[src/rtl/uart_tx_arbiter.sv]
// Round-robin arbiter that locks one requester onto a UART TX FIFO for a whole burst.
// Latency: one IDLE arbitration cycle before the grant; after that, one write per cycle with no added delay.
// Backpressure: tx_full stalls the lock holder in place and no character is dropped.
//
// Ports:
//   clk, reset          - single clock; synchronous active-high reset
//   req, last, data_in  - per-lane character valid, end-of-burst flag, packed character lanes
//   ack                 - one-hot accept pulse back to the lane whose character was written
//   tx_full             - UART TX FIFO full
//   wr_uart, wr_data    - write strobe and character into the UART TX FIFO
//   owner, busy         - lock holder index and lock-held flag
//   abort               - one-cycle pulse when a stalled lock is force-released
//
// Build option: define UART_ARB_TIMEOUT_EN to release a lock whose holder stops
// requesting for TIMEOUT consecutive cycles. Without it the lock is held until a
// last write, abort is tied low and no stall counter exists.

module uart_tx_arbiter #(
    parameter int DATA_BITS = 8,
    parameter int NUM_REQ   = 4,
    parameter int TIMEOUT   = 16
) (
    input  logic                           clk,
    input  logic                           reset,
    input  logic [NUM_REQ-1:0]             req,
    input  logic [NUM_REQ-1:0]             last,
    input  logic [NUM_REQ*DATA_BITS-1:0]   data_in,
    output logic [NUM_REQ-1:0]             ack,
    input  logic                           tx_full,
    output logic                           wr_uart,
    output logic [DATA_BITS-1:0]           wr_data,
    output logic [$clog2(NUM_REQ)-1:0]     owner,
    output logic                           busy,
    output logic                           abort
);

    localparam int OW = $clog2(NUM_REQ);

    localparam logic [0:0] ST_IDLE   = 1'b0;
    localparam logic [0:0] ST_LOCKED = 1'b1;

    // Elaboration-time guards on the legal parameter ranges.
    if (NUM_REQ < 2 || NUM_REQ > 8) begin : g_bad_num_req
        $error("uart_tx_arbiter: NUM_REQ must be in 2..8");
    end
    if (TIMEOUT < 2 || TIMEOUT > 255) begin : g_bad_timeout
        $error("uart_tx_arbiter: TIMEOUT must be in 2..255");
    end
    if (DATA_BITS < 1) begin : g_bad_data_bits
        $error("uart_tx_arbiter: DATA_BITS must be at least 1");
    end

    // ------------------------------------------------------------------
    // State
    // ------------------------------------------------------------------
    logic [0:0]    r_state;
    logic [OW-1:0] r_owner;
    logic [OW-1:0] r_rr_ptr;

    // ------------------------------------------------------------------
    // Combinational helpers
    // ------------------------------------------------------------------
    logic                 w_locked;
    logic                 w_req_own;
    logic                 w_last_own;
    logic                 w_wr;
    logic                 w_release;
    logic [OW-1:0]        w_sel;
    logic [OW-1:0]        w_owner_inc;
    logic [DATA_BITS-1:0] w_wr_data;
    logic [NUM_REQ-1:0]   w_ack;
    logic                 w_timeout;

    assign w_locked   = (r_state == ST_LOCKED);
    assign w_req_own  = req[r_owner];
    assign w_last_own = last[r_owner];

    // The write strobe is gated by reset so that a lock interrupted by reset
    // never produces a write during the reset cycle itself.
    assign w_wr = !reset && w_locked && w_req_own && !tx_full;

    // Next round-robin start point after the current owner gives up the lock.
    assign w_owner_inc = (r_owner == OW'(NUM_REQ - 1)) ? '0 : r_owner + OW'(1);

    // First requester at or above r_rr_ptr, wrapping. The loop walks from the
    // farthest candidate down to the nearest so the nearest set bit wins.
    // Modulo is done by a single conditional subtract so NUM_REQ need not be
    // a power of two.
    always_comb begin
        w_sel = r_rr_ptr;
        for (int k = NUM_REQ - 1; k >= 0; k--) begin
            logic [OW:0] cand;
            cand = {1'b0, r_rr_ptr} + (OW+1)'(k);
            if (cand >= (OW+1)'(NUM_REQ)) begin
                cand = cand - (OW+1)'(NUM_REQ);
            end
            if (req[cand[OW-1:0]]) begin
                w_sel = cand[OW-1:0];
            end
        end
    end

    // Lane mux: wr_data follows the owner's lane every cycle.
    always_comb begin
        w_wr_data = '0;
        for (int i = 0; i < NUM_REQ; i++) begin
            if (r_owner == OW'(i)) begin
                w_wr_data = data_in[i*DATA_BITS +: DATA_BITS];
            end
        end
    end

    // Only the owner's ack bit can ever be set, and only on a write.
    always_comb begin
        w_ack          = '0;
        w_ack[r_owner] = w_wr;
    end

    // ------------------------------------------------------------------
    // Optional stall timeout
    // ------------------------------------------------------------------
`ifdef UART_ARB_TIMEOUT_EN
    logic [7:0] r_stall;

    // Only cycles where the owner has nothing to send and the FIFO could
    // take a character count as stalls; a full FIFO is not the owner's fault.
    logic w_stall_cycle;
    assign w_stall_cycle = w_locked && !w_req_own && !tx_full;

    assign w_timeout = !reset && w_stall_cycle && (r_stall == 8'(TIMEOUT - 1));

    always_ff @(posedge clk) begin
        if (reset) begin
            r_stall <= '0;
        end else if (!w_locked || w_timeout) begin
            r_stall <= '0;
        end else if (w_stall_cycle) begin
            r_stall <= r_stall + 8'd1;
        end else begin
            // A write or a full FIFO restarts the stall count.
            r_stall <= '0;
        end
    end
`else
    assign w_timeout = 1'b0;
`endif

    // Lock ends on a last write, or on a timeout when that option is built.
    assign w_release = (w_wr && w_last_own) || w_timeout;

    // ------------------------------------------------------------------
    // FSM: IDLE arbitrates, LOCKED streams the owner's burst
    // ------------------------------------------------------------------
    always_ff @(posedge clk) begin
        if (reset) begin
            r_state  <= ST_IDLE;
            r_owner  <= '0;
            r_rr_ptr <= '0;
        end else begin
            case (r_state)
                ST_IDLE: begin
                    if (|req) begin
                        r_owner <= w_sel;
                        r_state <= ST_LOCKED;
                    end
                end
                ST_LOCKED: begin
                    // Returning to IDLE forces one arbitration cycle, so the
                    // releasing owner cannot be re-granted in the same cycle.
                    if (w_release) begin
                        r_state  <= ST_IDLE;
                        r_rr_ptr <= w_owner_inc;
                    end
                end
                default: begin
                    r_state <= ST_IDLE;
                end
            endcase
        end
    end

    // ------------------------------------------------------------------
    // Outputs (all status outputs read as zero while reset is asserted)
    // ------------------------------------------------------------------
    assign wr_uart = w_wr;
    assign wr_data = w_wr_data;
    assign ack     = w_ack;
    assign owner   = reset ? '0 : r_owner;
    assign busy    = !reset && w_locked;
    assign abort   = w_timeout;

endmodule

[config.mk]
export PLATFORM = sky130hd
export DESIGN_NAME = uart_tx_arbiter
export DESIGN_NICKNAME = d
export VERILOG_FILES = /design/src/rtl/uart_tx_arbiter.sv
export SDC_FILE = /design/constraint.sdc
export NUM_CORES = 1
export LEC_CHECK = 0
export ABC_AREA = 1
export BUFFER_PORTS_ARGS = -buffer_cell sky130_fd_sc_hd__buf_4
export CORE_UTILIZATION = 43
export DETAILED_ROUTE_END_ITERATION = 7
export PLACE_DENSITY = 0.89
export SETUP_SLACK_MARGIN = 0.2
export SLEW_MARGIN = 30
export SYNTH_ARGS = -nofsm -noshare
export SYNTH_HDL_FRONTEND = slang
export SYNTH_SLANG_ARGS = --single-unit
[constraint.sdc]
create_clock -name clk -period 2.42 [get_ports clk]
set_input_delay 0.121 -clock clk [delete_from_list [all_inputs] [get_ports clk]]
set_output_delay 0.121 -clock clk [all_outputs]
set_load 0.02 [all_outputs]
==> results by stage, run 1 <==
Run status:
- The run finished with clean final reports.

Min path:
- The type of the tightest min-delay check is in -> reg.
- The worst hold path begins at reset.
- For hold timing, the worst endpoint is r_rr_ptr[0].
- Counting instances, the worst hold path has a depth of 2.

Synth:
- When the netlist entered floorplanning its net count stood at 192.
- In this run, distinct cell masters in the synthesized netlist total 26.
- For this run, the number of Yosys warnings is 0.
- The part of the Yosys area used for sequential elements is 12.5%.
- The average instance in the mapped netlist occupies 5.54 µm².
- Counting flops and latches in the post-synthesis netlist gives 5.
- Synthesis handed over a netlist of 145 instances.
- The mapped netlist covers 803 µm².

Timing:
- For the pin with the worst max-slew slack, the measured transition is 0.563 ns.
- Across the routed clock network, the largest skew measured is 0.00593 ns.
- The final-report max-slew violation count is 0.
- The share of the clock period used by the worst path after layout is 84.8%.
- The relative slew slack is 62.4%.
- For this run, the top clock speed supported by timing is 487 MHz.
- Setup violations remaining at the end of the flow were counted as 0.
- Setup repair after global routing left no endpoint under its margin.
- The final sum of negative setup slack is 0 ns.
- The final number of hold-violating endpoints is 0.
- For the finished layout, the period the worst path requires is 2.05 ns.

Final layout:
- Leaving out fill and tap cells, the most frequent cell in the layout is buf_4.
- Relative to the synthesized area, the layout overhead comes to 58.1%.
- Summing all flip-flop and latch instances after layout gives 100 µm².
- The top cell types in the final layout, fill and taps aside, are buf_4, nand2_1, nor2_1, inv_1.
- The total of fill cells in the finished design is 167.
- The fraction of layout cells with a size suffix above 1 is 35.3%.
- The number of antenna diodes in the final layout is 0.
- Summing all multi-input logic gate instances after layout gives 602 µm².
- The final layout contains 249 nets.

Detailed routing:
- After detailed routing, the number of remaining DRC violations is 0.
- For this run, the detailed router's first-pass iteration total came to 4.
- The final route contains 1160 vias.
- In the final routed layout, each cell accounts on average for 11.7 µm.
- For this block, wires on met1 add up to 957 µm.
- The number of nets with antenna violations after routing is 0.
- The total wire length after detailed routing is 2660 µm.
- The topmost layer with routed signal wires is met4.
- The met2 wire length is 1350 µm.
- In the routed layout, each cell is associated on average with a via count of 5.13.
- In this run, the number of DRC markers left after iteration 0 of detailed routing was 30.
- After detailed routing, the met3 layer carries 321 µm of wire.

Global routing:
- The initial antenna violation count is 0.
- The pin count of the biggest net entering global routing is 18.
- The wire length of the first global-routing pass is 4040 µm.
- In the global route stage, overall resource usage came out at 26.6%.
- The via count of the first global-routing pass is 1039.
- The final global-route overflow total is 0.

Pwr:
- The internal portion of total power is 0.000291 W.
- Per report_power, the combinational group accounts for 60.5% of the total.
- The overall power after layout is 0.000503 W.
- The fraction of power spent switching nets is 42.1%.
- The fraction of power consumed by the clock network is 20.3%.
- The worst IR drop on VDD is 0.000312 V.
- The proportion of power drawn by flip-flops and latches is 19.2%.
- The areal power density over the cells is 396 nW/µm².
- The net switching component of the power is 0.000212 W.
- In this run the static leakage power is 0.682 nW.

Clock network:
- The TritonCTS clock tree is yes.
- The clock-pin slew reported for the worst setup and hold paths after clock tree synthesis is 0.05 ns.
- The clock insertion delay at the later pin of the skew report is 0.25 ns.
- The post-CTS setup buffer count is 0.
- In this run, post-CTS repair resized a total of 0 instances.
- The number of hold buffers added after CTS was 0.
- The H-tree depth is 1.
- The maximum number of buffers from clock root to sink is 2.
- CTS saw 5 sinks.
- The number of buffers created by CTS is 3.
- The library cell used as clock root buffer is clkbuf_4.

Die:
- The initial utilization of the core area, before any placement, comes to 46.0%.
- The width of the die is 45.2 µm.
- The height of the chip is 45.2 µm.
- The total I/O pin count is 60.
- The total core area is 1750 µm².
- The row count is 15.
- The die footprint is 2040 µm².

Setup path:
- The startpoint identified for the worst register-to-register timing path is r_rr_ptr[0].
- The launch point of the critical path is r_owner[1].
- STA classifies the critical path endpoint as a primary output.
- The critical path data arrival time is 1.93 ns.
- Setup slack on the worst reg-to-reg path comes out at 0.88 ns.
- The start-to-end type of the worst setup path is reg -> out.
- The category of the worst setup path launch point is a register.
- The signal on the critical path passes through inv_1 -> ha_1 -> nor2_4 -> a221oi_1 -> o31ai_1 -> buf_4.
- For the worst flop-to-flop path, the logic depth is 11.
- The slowest cell on the critical path is dfxtp_1.
- Along the worst path, the maximum fanout reaches 10.
- The worst reg2reg path endpoint is r_owner[0].
- For the worst setup path, the data required time is 2.30 ns.
- The largest incremental delay on the critical path is 0.39 ns.

Place:
- Summed over all nets, the half-perimeter wirelength after detailed placement is 2140 µm.
- At the end of routability-driven placement, the weighted congestion stood at 0.906.
- The count of buffers added on input and output ports is 58.

Flow run:
- The max capacitance violation total is 0.
==> routing by layer <==
layer | track usage (%) | vias to the layer above
met5 | 0 | -
met1 | 25.8 | 507
met4 | 7.27 | 0
met2 | 53.0 | 62
met3 | 7.60 | 4
li1 | - | 587
==> critical path, delay by kind of cell (launching register included) <==
kind                     cells  cell delay [ns]
flip-flops                   1             0.39
AO/OA/AOI/OAI                2             0.39
adder cells (fa/ha/maj)      1             0.34
buffers and inverters        2             0.33
AND/OR/NAND/NOR              1             0.24
==> flip-flops by register name, summed over array words and instances (netlist names) <==
name      count
r_owner       2
r_rr_ptr      2
r_state       1
==> stage by stage <==
stage | hold WS, ns | setup WS (ns) | area, µm² | util, % | instances
floorplan | 0.183 | 0.607 | 803 | - | 145
global placement | 0.333 | 0.663 | 1240 | 71.0 | 222
detailed placement | 0.338 | 0.581 | 1240 | 71.0 | 222
CTS | 0.0740 | 0.319 | 1260 | 72.5 | 226
global route | 0.0779 | 0.271 | 1270 | 72.8 | 226
finish | 0.0811 | 0.368 | 1270 | 72.8 | 226
==> worst max path at each step <==
stage,to,slack (ns),cells after the start
2_1_floorplan,wr_data[0],0.61,6
3_3_place_gp,wr_data[6],0.66,6
3_5_place_dp,wr_data[6],0.58,6
4_1_cts,wr_data[6],0.32,6
5_1_grt,wr_data[7],0.27,6
6_report,wr_data[7],0.37,6
==> power by group through the flow <==
stage	clock network (W)	logic, W	registers, W
floorplan	0	0.000172	0.0000952
global placement	0	0.000294	0.0000974
detailed placement	0	0.000299	0.0000979
CTS	0.000103	0.000300	0.0000963
global route	0.000109	0.000332	0.0000973
finish	0.000102	0.000304	0.0000965
==> synth_stat cells <==
cell	n	area, µm²
a211oi_1	2	15.0
a21oi_1	2	10.0
a21oi_2	1	8.76
a221oi_1	8	70.1
buf_1	1	3.75
buf_2	1	5.00
buf_4	2	15.0
clkbuf_1	2	7.51
clkinv_1	2	7.51
conb_1	1	3.75
dfxtp_1	5	100
ha_1	4	50.1
inv_1	14	52.6
inv_2	4	15.0
nand2_1	46	173
nand2_4	1	11.3
nand3_1	8	40.0
nand3_2	1	10.0
nand3b_2	1	11.3
nand4_1	1	6.26
nor2_1	24	90.1
nor2_2	1	6.26
nor2_4	1	11.3
o21ai_0	3	15.0
o21ai_1	1	5.00
o31ai_1	8	60.1
==> kinds of logic after synthesis <==
group	Yosys count	share of synthesized area, %
simple gates	84	44.7
buf+inv	26	13.2
compound gates	25	22.9
flops	5	12.5
fa+ha+maj	4	6.23
other cells	1	0.467
==> area by class of cell <==
cell class                 count  share of cell area, %
inverter                      20                   5.91
multi-input combinational    114                   47.4
tap                           25                   2.46
timing repair buffer          58                   34.3
sequential                     5                   7.88
clock buffer                   4                   2.07
No activity file was read; power rests on OpenSTA's default activity.
==> run 2: changes to the inputs <==
--- a/config.mk
+++ b/config.mk
@@ -5,11 +5,11 @@
 export SDC_FILE = /design/constraint.sdc
 export NUM_CORES = 1
 export LEC_CHECK = 0
-export ABC_AREA = 1
+export ABC_AREA = 0
 export BUFFER_PORTS_ARGS = -buffer_cell sky130_fd_sc_hd__buf_4
-export CORE_UTILIZATION = 43
+export CORE_UTILIZATION = 39
 export DETAILED_ROUTE_END_ITERATION = 7
-export PLACE_DENSITY = 0.89
+export PLACE_DENSITY = 0.84
 export SETUP_SLACK_MARGIN = 0.2
 export SLEW_MARGIN = 30
 export SYNTH_ARGS = -nofsm -noshare
==> constraint.sdc (replaced) <==
create_clock -name clk -period 2.15 [get_ports clk]
set_input_delay 0.1075 -clock clk [delete_from_list [all_inputs] [get_ports clk]]
set_output_delay 0.1075 -clock clk [all_outputs]
set_load 0.02 [all_outputs]
==> results by stage, run 2 <==
Run status:
- The flow ran to the end, and the final reports show no timing, DRC or antenna violations.

Detailed routing:
- The DRC violation total after the first TritonRoute iteration is 10.
- Once detail routing completed, the nets flagged for antenna violations numbered 0.
- The number of DRC violations after detailed routing is 0.
- The via density per instance is 5.25.
- The count of TritonRoute iterations in the first routing pass is 3.
- The wire length per cell after detailed routing is 12.9 µm.
- The routed layout has 935 vias.
- The total wire length after detailed routing is 2300 µm.

Setup path:
- For the worst setup path, the data arrival time is 1.72 ns.
- The largest incremental delay on the critical path is 0.37 ns.
- Walking the worst path, the cells encountered are inv_1 -> ha_1 -> nor2b_4 -> a221oi_1 -> o31ai_1 -> buf_4.
- The worst setup path is launched from a register.
- The number of cells on the worst reg-to-reg path is 4.
- The most critical setup path has its startpoint at r_owner[0].
- The biggest fanout along the worst timing path is 8.
- The start-to-end type of the worst setup path is reg -> out.
- The critical path data required time is 2.04 ns.
- The worst reg2reg path endpoint is r_rr_ptr[0].
- Among all stages on the critical path, the largest delay is contributed by dfxtp_4.
- The worst setup path is captured at a primary output.
- The setup slack on the worst flop-to-flop path is 0.53 ns.
- In this run the critical register-to-register path is launched from r_owner[1].

Clock network:
- Clock latency on the worst-skew pair, taken at its later pin, is 0.25 ns.
- In this run the number of H-tree levels came out at 1.
- Clock-pin slew was measured on the worst setup and hold paths at 0.04 ns.
- The TritonCTS sink count is 5.
- The number of buffers created by CTS is 3.
- The library cell used as clock root buffer is clkbuf_4.
- The maximum number of buffers from clock root to sink is 2.
- The TritonCTS clock tree is yes.

Global routing:
- The via count of the first global-routing pass is 824.
- Entering global routing, the biggest net connects 19 pins.
- The initial antenna violation count was 0.
- The wire length of the first global-routing pass is 3490 µm.
- The final global-route overflow total is 0.
- Across every metal layer, demand over resource in global routing totals 22.9%.

Synth:
- The synthesized netlist cell count is 97.
- The post-synthesis net count is 144.
- The largest total area in the synthesized netlist belongs to dfxtp_1.
- Ranked by instance count, the synthesized netlist is headed by nor2b_1, nand2_1, o31ai_1.
- After synthesis, the netlist uses 33 different library cells.
- In the post-synthesis netlist, the cell with the most instances is nor2b_1.
- The total number of yosys warnings is 0.
- After synthesis, the share of flip-flops with an asynchronous set or reset is 0%.
- The most used flip-flop cell after synthesis is dfxtp_1.
- The fraction of post-synthesis cell area in the top cell type by area is 13.4%.
- For this run, the register share of the synthesized area comes to 13.4%.
- The average cell area after synthesis is 7.70 µm².
- The flip-flop and latch count after synthesis is 5.
- The number of synthesized flops with an enable pin is 0.
- Sorting the synthesized cells by area gives the leading types as dfxtp_1, nor2b_1, a221oi_1, o31ai_1, ha_1.
- The synthesized area is 747 µm².

Timing:
- The final-report max-slew violation count came to 0.
- The final number of hold-violating endpoints is 0.
- The maximum clock rate is 547 MHz.
- The final sum of negative setup slack is 0 ns.
- Setup violations remaining at the end of the flow were counted as 0.
- The relative slew slack is 55.0%.
- The share of the clock period used by the worst path after layout is 85.1%.
- The time the worst path needs with I/O delays and setup is 1.83 ns.
- The clock skew after layout is 0.00265 ns.
- The actual transition at the worst max-transition pin is 0.666 ns.
- Setup repair after global routing could not meet its margin everywhere.
- Final hold analysis gives a worst-case slack of 0.0909 ns.

Final layout:
- Leaving out fill and tap cells, the most frequent cell in the layout is buf_4.
- The antenna diode count is 0.
- The fraction of layout cells with a size suffix above 1 is 51.6%.
- The finished layout holds 178 standard cells, fillers aside.
- The number of nets at the end of the flow is 201.
- The top cell types in the final layout, fill and taps aside, are buf_4, nor2b_1, nand2_1, o31ai_1, a221oi_1.
- Compared with the post-synthesis result, the final layout area differs by 65.3%.
- The largest registers in the layout are r_owner (2), r_rr_ptr (2), r_state (1).
- The layout has 159 filler cells.

Die:
- The initial utilization of the core area, before any placement, comes to 42.3%.
- The total I/O pin count is 60.
- The die footprint is 2090 µm².
- The floorplan step defined a core boundary enclosing 1760 µm².
- The height of the chip is 45.8 µm.
- The row count is 15.
- The width of the die is 45.8 µm.

Flow run:
- Across the run, the number of max-cap violations was 0.

Min path:
- The path with the worst hold slack has its endpoint at r_owner[0].
- The startpoint identified for the worst hold timing path is reset.
- The cell depth of the worst hold path is 2.
- The min-delay analysis places its worst path in the category in -> reg.

Pwr:
- Dividing total power by cell area gives a power density of 416 nW/µm².
- The analysis attributes to net switching a power of 0.000191 W.
- The proportion of power drawn by combinational gates is 57.9%.
- The worst-case IR drop observed on VDD is 0.000289 V.
- The fraction of power consumed by the clock network is 21.2%.
- The fraction of power spent switching nets is 37.1%.
- The internal portion of total power is 0.000323 W.
- The proportion of power drawn by flip-flops and latches is 20.9%.
- The analysis attributes to cell leakage a power of 0.569 nW.

Place:
- Once placement completed, the tool counted placed cells totaling 174.
- The wire-length estimate of the detail-placed layout is 1890 µm.
- The count of port buffers added during placement is 58.
- The weighted congestion reported at the end of routability-driven placement is 0.796.
run 2: cell type report:
type,count,area [µm²],area share (%)
flip-flops and latches,5,108,8.71
multi-input cells,81,612,49.5
well taps,25,31.3,2.53
repair buffers,59,443,35.9
inverters,4,15.0,1.22
clock buffers,4,26.3,2.13
run 2: stage by stage:
step,setup slack [ns],utilization (%),total power (W),instance area [µm²]
2_1_floorplan,0.322,-,0.000267,747
3_3_place_gp,0.304,67.4,0.000395,1190
3_5_place_dp,0.258,67.4,0.000401,1190
4_1_cts,0.190,69.1,0.000515,1220
5_1_grt,0.168,70.0,0.000549,1230
6_report,0.321,70.0,0.000514,1230
run 2: timing repair:
item                       in CTS  in global routing
buffers inserted                0                  0
hold buffers                    0                  0
resized for setup               4                  6
setup endpoints to repair       8                  8
hold endpoints to repair        0                  0
gates cloned                    0                  0
run 2: logic make-up (layout without fill, tap and decap cells):
logic type	after synthesis	after routing	share of synthesized area [%]
buffers and inverters	11	67	6.36
DFF	5	5	13.4
adders and majority gates	4	4	6.70
muxes	5	5	9.04
AOI/OAI and AO/OA	29	29	30.5
and+or+nand+nor	42	42	33.5
other	1	1	0.502
run 2: worst max path at each step:
| stage | cells after the start | slack [ns] | endpoint |
|---|---|---|---|
| 6_report | 6 | 0.32 | wr_data[5] |
| 5_1_grt | 6 | 0.17 | wr_data[5] |
| 4_1_cts | 5 | 0.19 | wr_data[5] |
| 3_5_place_dp | 6 | 0.26 | wr_data[5] |
| 3_3_place_gp | 6 | 0.30 | wr_data[5] |
| 2_1_floorplan | 6 | 0.32 | wr_data[0] |
run 2: power groups by stage:
stage          clock, W  sequential [W]  combinational, W
2_1_floorplan         0        0.000105          0.000162
3_3_place_gp          0        0.000108          0.000287
3_5_place_dp          0        0.000109          0.000293
4_1_cts        0.000112        0.000108          0.000296
5_1_grt        0.000118        0.000108          0.000323
6_report       0.000109        0.000107          0.000297
run 2: critical path: cells and delay by family, from the launching register on:
family,cells,cell delay [ns]
flip-flops,1,0.37
AO/OA/AOI/OAI,2,0.35
buffers and inverters,2,0.31
adder cells (fa/ha/maj),1,0.20
AND/OR/NAND/NOR,1,0.24
run 2: metal layers:
metal | global-route usage [%] | vias to the layer above | share of wire [%]
met3 | 3.57 | 3 | 9.5
li1 | - | 463 | -
met1 | 25.4 | 426 | 40
met5 | 0 | - | 0
met2 | 42.9 | 43 | 50
met4 | 8.82 | 0 | 0.96
